===== src/rtl/strng_ctrl.sv =====
// Sequences strng_core: held in reset until en, warm-up discard, repetition health test, then packs samples into words.
// Word latency WORDS sample cycles + 1; a presented word is held in HOLD with no sampling until out_ready is seen.
module strng_ctrl #(
    parameter int STR_LEN    = 8,
    parameter int OUT_W      = 32,
    parameter int WARMUP_CYC = 256,
    parameter int REP_LIMIT  = 4
) (
    input  logic               clk,
    input  logic               rst,
    input  logic               en,
    output logic               core_rstn,
    input  logic [STR_LEN-1:0] rnd_data,
    output logic [OUT_W-1:0]   out_data,
    output logic               out_valid,
    input  logic               out_ready,
    output logic               busy,
    output logic               fail
);
    localparam int WORDS = OUT_W / STR_LEN;
    localparam int SW    = (WORDS > 1) ? $clog2(WORDS) : 1;
    localparam int WW    = (WARMUP_CYC > 1) ? $clog2(WARMUP_CYC) : 1;
    localparam int RW    = $clog2(REP_LIMIT + 1);

    localparam logic [SW-1:0] SMP_LAST  = SW'(WORDS - 1);
    localparam logic [WW-1:0] WARM_LAST = WW'(WARMUP_CYC - 1);
    localparam logic [RW-1:0] REP_MAX   = RW'(REP_LIMIT);

    typedef enum logic [2:0] {
        S_IDLE,
        S_WARMUP,
        S_COLLECT,
        S_HOLD,
        S_FAIL
    } state_t;

    state_t             state_q, state_d;
    logic [WW-1:0]      warm_cnt_q, warm_cnt_d;
    logic [SW-1:0]      smp_cnt_q, smp_cnt_d;
    logic [RW-1:0]      rep_cnt_q, rep_cnt_d;
    logic [STR_LEN-1:0] prev_q, prev_d;
    logic [OUT_W-1:0]   shreg_q, shreg_d;
    logic [OUT_W-1:0]   out_data_q, out_data_d;
    logic               core_rstn_q, core_rstn_d;
    logic               out_valid_q, out_valid_d;
    logic               busy_q, busy_d;
    logic               fail_q, fail_d;
    logic [OUT_W-1:0]   shifted;
    logic [RW-1:0]      rep_next;

    always_comb begin
        state_d    = state_q;
        warm_cnt_d = warm_cnt_q;
        smp_cnt_d  = smp_cnt_q;
        rep_cnt_d  = rep_cnt_q;
        prev_d     = prev_q;
        shreg_d    = shreg_q;
        out_data_d = out_data_q;
        shifted    = (shreg_q << STR_LEN) | OUT_W'(rnd_data);
        rep_next   = RW'(1);

        case (state_q)
            S_IDLE: begin
                if (en) begin
                    state_d    = S_WARMUP;
                    warm_cnt_d = '0;
                end
            end
            S_WARMUP: begin
                if (!en) begin
                    state_d = S_IDLE;
                end else if (warm_cnt_q == WARM_LAST) begin
                    state_d   = S_COLLECT;
                    smp_cnt_d = '0;
                    // zero run length marks "no previous sample" for the health test
                    rep_cnt_d = '0;
                end else begin
                    warm_cnt_d = warm_cnt_q + WW'(1);
                end
            end
            S_COLLECT: begin
                if (!en) begin
                    state_d = S_IDLE;
                end else begin
                    if ((rep_cnt_q != '0) && (rnd_data == prev_q)) begin
                        rep_next = rep_cnt_q + RW'(1);
                    end
                    rep_cnt_d = rep_next;
                    prev_d    = rnd_data;
                    shreg_d   = shifted;
                    if (rep_next == REP_MAX) begin
                        state_d = S_FAIL;
                    end else if (smp_cnt_q == SMP_LAST) begin
                        state_d    = S_HOLD;
                        out_data_d = shifted;
                        smp_cnt_d  = '0;
                    end else begin
                        smp_cnt_d = smp_cnt_q + SW'(1);
                    end
                end
            end
            S_HOLD: begin
                if (!en) begin
                    state_d = S_IDLE;
                end else if (out_ready) begin
                    state_d = S_COLLECT;
                end
            end
            default: ;
        endcase

        busy_d      = (state_d == S_WARMUP) || (state_d == S_COLLECT) || (state_d == S_HOLD);
        core_rstn_d = busy_d;
        out_valid_d = (state_d == S_HOLD);
        fail_d      = (state_d == S_FAIL);
    end

    always_ff @(posedge clk) begin
        if (rst) begin
            state_q     <= S_IDLE;
            warm_cnt_q  <= '0;
            smp_cnt_q   <= '0;
            rep_cnt_q   <= '0;
            prev_q      <= '0;
            shreg_q     <= '0;
            out_data_q  <= '0;
            core_rstn_q <= 1'b0;
            out_valid_q <= 1'b0;
            busy_q      <= 1'b0;
            fail_q      <= 1'b0;
        end else begin
            state_q     <= state_d;
            warm_cnt_q  <= warm_cnt_d;
            smp_cnt_q   <= smp_cnt_d;
            rep_cnt_q   <= rep_cnt_d;
            prev_q      <= prev_d;
            shreg_q     <= shreg_d;
            out_data_q  <= out_data_d;
            core_rstn_q <= core_rstn_d;
            out_valid_q <= out_valid_d;
            busy_q      <= busy_d;
            fail_q      <= fail_d;
        end
    end

    assign core_rstn = core_rstn_q;
    assign out_data  = out_data_q;
    assign out_valid = out_valid_q;
    assign busy      = busy_q;
    assign fail      = fail_q;

endmodule


===== config.mk =====
export PLATFORM = sky130hd
export DESIGN_NAME = strng_ctrl
export DESIGN_NICKNAME = d
export VERILOG_FILES = /design/src/rtl/strng_ctrl.sv
export SDC_FILE = /design/constraint.sdc
export NUM_CORES = 1
export LEC_CHECK = 0
export BUFFER_PORTS_ARGS = -buffer_cell sky130_fd_sc_hd__buf_4
export CELL_PAD_IN_SITES_DETAIL_PLACEMENT = 1
export CELL_PAD_IN_SITES_GLOBAL_PLACEMENT = 2
export CORE_ASPECT_RATIO = 1.75
export CORE_MARGIN = 1.5
export CORE_UTILIZATION = 35
export DETAILED_ROUTE_END_ITERATION = 12
export PLACE_DENSITY = 0.88
export SYNTH_ARGS = -nofsm -noshare
export SYNTH_HDL_FRONTEND = slang
export SYNTH_SLANG_ARGS = --single-unit

===== constraint.sdc =====
create_clock -name clk -period 2.1 [get_ports clk]
set_input_delay 0.42 -clock clk [delete_from_list [all_inputs] [get_ports clk]]
set_output_delay 0.42 -clock clk [all_outputs]
set_load 0.02 [all_outputs]

# Yosys cells after proc, flatten, opt, wreduce, memory -nomap -nowiden
# Index checks and enable logic that the tools add are counted.
# word_totals
ff_bits,83
word_cells,70
in_bits,12
out_inout_bits,36
# classes
add_sub_neg,3
n_eq_ne,17
n_mux,26
bitwise,2
reduce_logical,12
# ops
operator,n
2-to-1 mux 3 bit,14
bitwise OR 32 x 8 -> 32 bit,1
2-to-1 mux 8 bit,3
case mux 8 bit (2 select lines),1
== test 3 x 2 -> 1 bit (second input constant),4
inequality test 2 bit (second input constant),6
case mux 3 bit (4 select lines),1
AND reduction 4 bit,3
2-to-1 mux 2 bit,5
adder 8 x 1 -> 8 bit (second input constant),1
== test 8 bit,1
== test 8 bit (second input constant),1
== test 3 x 1 -> 1 bit (second input constant),2
== test 3 bit (second input constant),2
case mux 3 bit (2 select lines),1
AND reduction 5 bit,1
case mux 2 bit (2 select lines),1
nonzero test 2 bit,2
adder 3 x 1 -> 3 bit (second input constant),1
zero test 3 bit,1
nonzero test 3 bit,1
adder 2 x 1 -> 2 bit (second input constant),1
== test 2 bit (second input constant),1
logical OR 1 bit,2
other kinds (3),3

# Longest topological paths before layout
# depth
depth_word,12
mapped_depth,8
mapped_depth_nobuf,6

# Worst setup path after synthesis
# No wires, ideal clock.
# synth_path
path_kind,flip-flop to flip-flop
from,register rep_cnt_q[0]
to,register out_data_q[10] (netlist: out_data[10])
setup_time_ns,0.120
n_path_buf,2
path_stages_with_launch,9
setup_slack_ns,0.308
required_time_ns,1.980
arrival_time_ns,1.672
synth_period_minus_slack_ns,1.792
path_cell_list,dfxtp_1 -> ha_1 -> nand2b_1 -> a211oi_2 -> nand4_2 -> and3_1 -> buf_2 -> buf_6 -> mux2i_1
# synth_via
elab_chain_len,8
elab_cells_between_ends,9
cone_classes,add/sub: 1; eq/ne: 1; mux: 3; bitwise: 1; reduce/logical: 3
# synth_lines
element,line_no,rtl
from (decl),40,"logic [RW-1:0] rep_cnt_q, rep_cnt_d;"
from (signal assigned),135,rep_cnt_q <= rep_cnt_d;
branches (longest 2 deep; another with adder 3 x 1 -> 3 bit),--,
2-to-1 mux 3 bit (*),85,if ((rep_cnt_q != '0) && (rnd_data == prev_q)) begin
2-to-1 mux 3 bit (*),82,if (!en) begin
2-to-1 mux 3 bit (*),62,case (state_q)
== test 3 bit (*),91,if (rep_next == REP_MAX) begin
NOT 1 bit (no line) (*),--,
AND reduction 4 bit (no line) (*),--,
to (signal assigned),138,out_data_q <= out_data_d;
to (decl),43,"logic [OUT_W-1:0] out_data_q, out_data_d;"
# Mark *: on every way between the ends. The select of a mux whose other input is x is not followed.
# A chain may end at the register's enable or synchronous reset.

# Worst setup path after layout
# layout_path
from,register rep_cnt_q[0]
to,register out_data_q[1] (netlist: out_data[1])
# Same word-level chain as after synthesis.

==> run_results.csv <==
group,metric,value,unit
outcome,status,"complete, no violations",
route,firstDrtPassIters,4,
setup_path,worstPathMaxFanout,8,
global_routing,grt_usage,17.2,%
cts,htreeDepth,3,
timing,timing.final.max_slew_violations,0,
route,detail-route-antenna-nets,0,
setup_path,worstPathRequired,2.32,ns
placed_design,placed_area,0.00378,mm2
pwr,powerDensity,785,mW/mm2
timing,slew_headroom,68.1,%
cells_and_area,antenna_cells,0,
cts,clock_latency,0.33,ns
synthesis,ys_ff_latch,75,
synthesis,synth_top_family_by_area,"simple AND/OR/NAND/NOR gates",
floorplanning,die_height,132,um
synthesis,synth_compound_area_share,9.16,%
route,vias,2626,
floorplanning,rows,47,
cells_and_area,fin_area,0.00413,mm2
cts,cts_tree,"yes",
setup_path,end_kind,"flip-flop",
run,cap_violations,0,
route,dr.first_iter.drc_count,121,
synthesis,muxShareOfSynthArea,10.6,%
cts,cts.clk_slew.worst_paths,0.06,ns
timing,min_period_over_period,92.9,%
pwr,power,3240,uW
placed_design,gp_congestion,0.765,
synthesis,synthDistinctLibCells,47,
synthesis,yosys.area_share.simple,25.9,%
timing,fmax,513,MHz
worst_hold_path,worstHoldPathType,"in -> reg",
route,drc,0,
placed_design,io_buffers,47,
placed_design,dp_hpwl,5.80,mm
timing,hold_violations,0,
global_routing,first_global_vias,2840,
setup_path,crit_type,"reg -> reg",
route,vias_per_cell,4.88,
synthesis,syn_area_per_cell,9.08,um2
floorplanning,die-area,0.0101,mm2
global_routing,grt_max_degree,38,
placed_design,placed_cells,520,
route,routed_wl,8.17,mm
global_routing,grt_overflow_total,0,
floorplanning,start_util,35.6,%
timing,final-setup-viol-count,0,
cts,cts_made_buffers,9,
cells_and_area,final_cells,538,
timing,skew,0.00490,ns
floorplanning,die_x,76.8,um
synthesis,synth-adder-area-share,1.50,%
synthesis,yosys_warnings,0,
timing,fin_hold_ws,0.361,ns
pwr,leakagePower,0.00150,uW
route,wl_per_cell,15.2,um
cts,cts_root_buffer,"clkbuf_16",
synthesis,syn_inst,367,
timing,min_period,1.95,ns
synthesis,syn_nets,383,
global_routing,grt_pass1_wl,13.8,mm
synthesis,ys_seq_area_share,45.1,%
synthesis,synth-async-reset-ratio,0,%
pwr,max-vdd-ir-drop,0.000398,V
setup_path,cp-start-kind,"flip-flop",
cts,numClockSinks,75,
synthesis,synth_xor_area_share,3.15,%
floorplanning,ios,48,
floorplanning,core_area,0.00935,mm2
global_routing,grt_antenna_before_repair,0,
synthesis,netlist_area,0.00333,mm2
cts,cts.path.max_buffers,2,
cells_and_area,drive_gt1_share,20.0,%
timing,worst_pin_slew,0.477,ns
setup_path,cp.arrival,2.17,ns
cells_and_area,final_nets,427,
synthesis,synth-edff-count,0,
cells_and_area,syn_to_final_growth,23.9,%
synthesis,ys.flop_type,"dfxtp_1",
cells_and_area,fill_cells,1102,
-- area by class of cell --
type / instances / area, um2 / share of cell area, %
repair buffers: 57 / 440 / 10.7
multi-input cells: 260 / 1680 / 40.6
well taps: 122 / 153 / 3.70
clock buffers: 12 / 256 / 6.21
clock inverters: 4 / 72.6 / 1.76
inverters: 8 / 30.0 / 0.727
flip-flops and latches: 75 / 1500 / 36.4
-- through the flow --
step	worst slack (ns)	TNS (ns)	util [%]
6_report	0.149	0	44.2
4_1_cts	0.0956	0	44.0
3_3_place_gp	0.140	0	40.5
2_1_floorplan	0.308	0	-
3_5_place_dp	0.112	0	40.5
5_1_grt	-0.0142	-0.0211	44.2
-- cell usage after synthesis, drive strengths merged, types with 2 or more instances --
cell type | instances | area share [%]
dfxtp | 75 | 45
nand2b | 66 | 12
nand2 | 56 | 6.3
mux2i | 34 | 10
a21oi | 29 | 4.4
clkbuf | 16 | 1.8
nor2 | 13 | 1.5
buf | 8 | 2.0
inv | 8 | 0.90
xor2 | 8 | 2.1
and3 | 4 | 0.75
ha | 4 | 1.5
nand3 | 4 | 0.60
nor3 | 4 | 0.90
xnor2 | 4 | 1.1
nand4 | 3 | 0.75
o21bai | 3 | 0.68
a311oi | 2 | 0.53
and2 | 2 | 0.38
nor3b | 2 | 0.45
o21ai | 2 | 0.30
or3 | 2 | 0.41
-- path summary, 6_finish.rpt --
kind / endpoint / from / depth (start not counted) / slack (ns)
max: out_data[1] / rep_cnt_q[0] / 7 / 0.15
min: prev_q[4] / rnd_data[4] / 3 / 0.36
max reg2reg: out_data[1] / rep_cnt_q[0] / 7 / 0.15
min reg2reg: shreg_q[22] / shreg_q[22] / 2 / 0.46
-- critical path, stage by stage, from the launching register on --
cell      delay [ns]
dfxtp_1         0.36
inv_1           0.10
ha_1            0.22
a221oi_2        0.31
nand4_2         0.22
and3_2          0.30
buf_4           0.19
mux2i_1         0.13
-- metal layers --
layer | wire (um) | up-vias | global-route usage [%]
met5 | 0 | - | 0
met4 | 235 | 0 | 9.77
met3 | 225 | 17 | 3.04
met2 | 4680 | 46 | 32.6
met1 | 3030 | 1261 | 17.2
li1 | - | 1302 | -
-- sequential cells by signal, indices dropped and copies added (netlist names) --
register,cells
rep_cnt_q,3
warm_cnt_q,8
prev_q,7
out_valid,1
smp_cnt_q,2
state_q,3
shreg_q,17
out_data,32
busy,1
fail,1
-- power by group --
| group | internal [uW] | total [uW] | switching [uW] |
|---|---|---|---|
| logic | 52.6 | 111 | 57.9 |
| clock network | 1100 | 1700 | 597 |
| registers | 1430 | 1430 | 5.56 |
| total | 2580 | 3240 | 661 |
-- repair_timing --
action,in CTS,in global routing
setup buffers,0,2
hold buffers,0,0
resized for setup,0,0
endpoints found under the setup margin,0,24
-- layout by cell type (no fill, tap or decap), drive strengths merged, types with 2 or more instances in the layout --
cell,instances
a311oi,2
xor2,8
buf,57
a21oi,29
and3,4
nand2,56
o21bai,3
ha,4
and2,2
nor3,4
nor3b,2
clkbuf,12
xnor2,4
or3,2
nor2,13
o21ai,2
nand3,4
nand2b,66
dfxtp,75
mux2i,34
nand4,3
inv,8
bufinv,2
-- kinds of logic after synthesis --
group,count (synthesis)
AOI/OAI and AO/OA,47
buffers and inverters,32
DFF,75
muxes,35
xor gates and xnor gates,12
adders and majority gates,4
and+or+nand+nor,162
(Power assumes the default switching activity.)
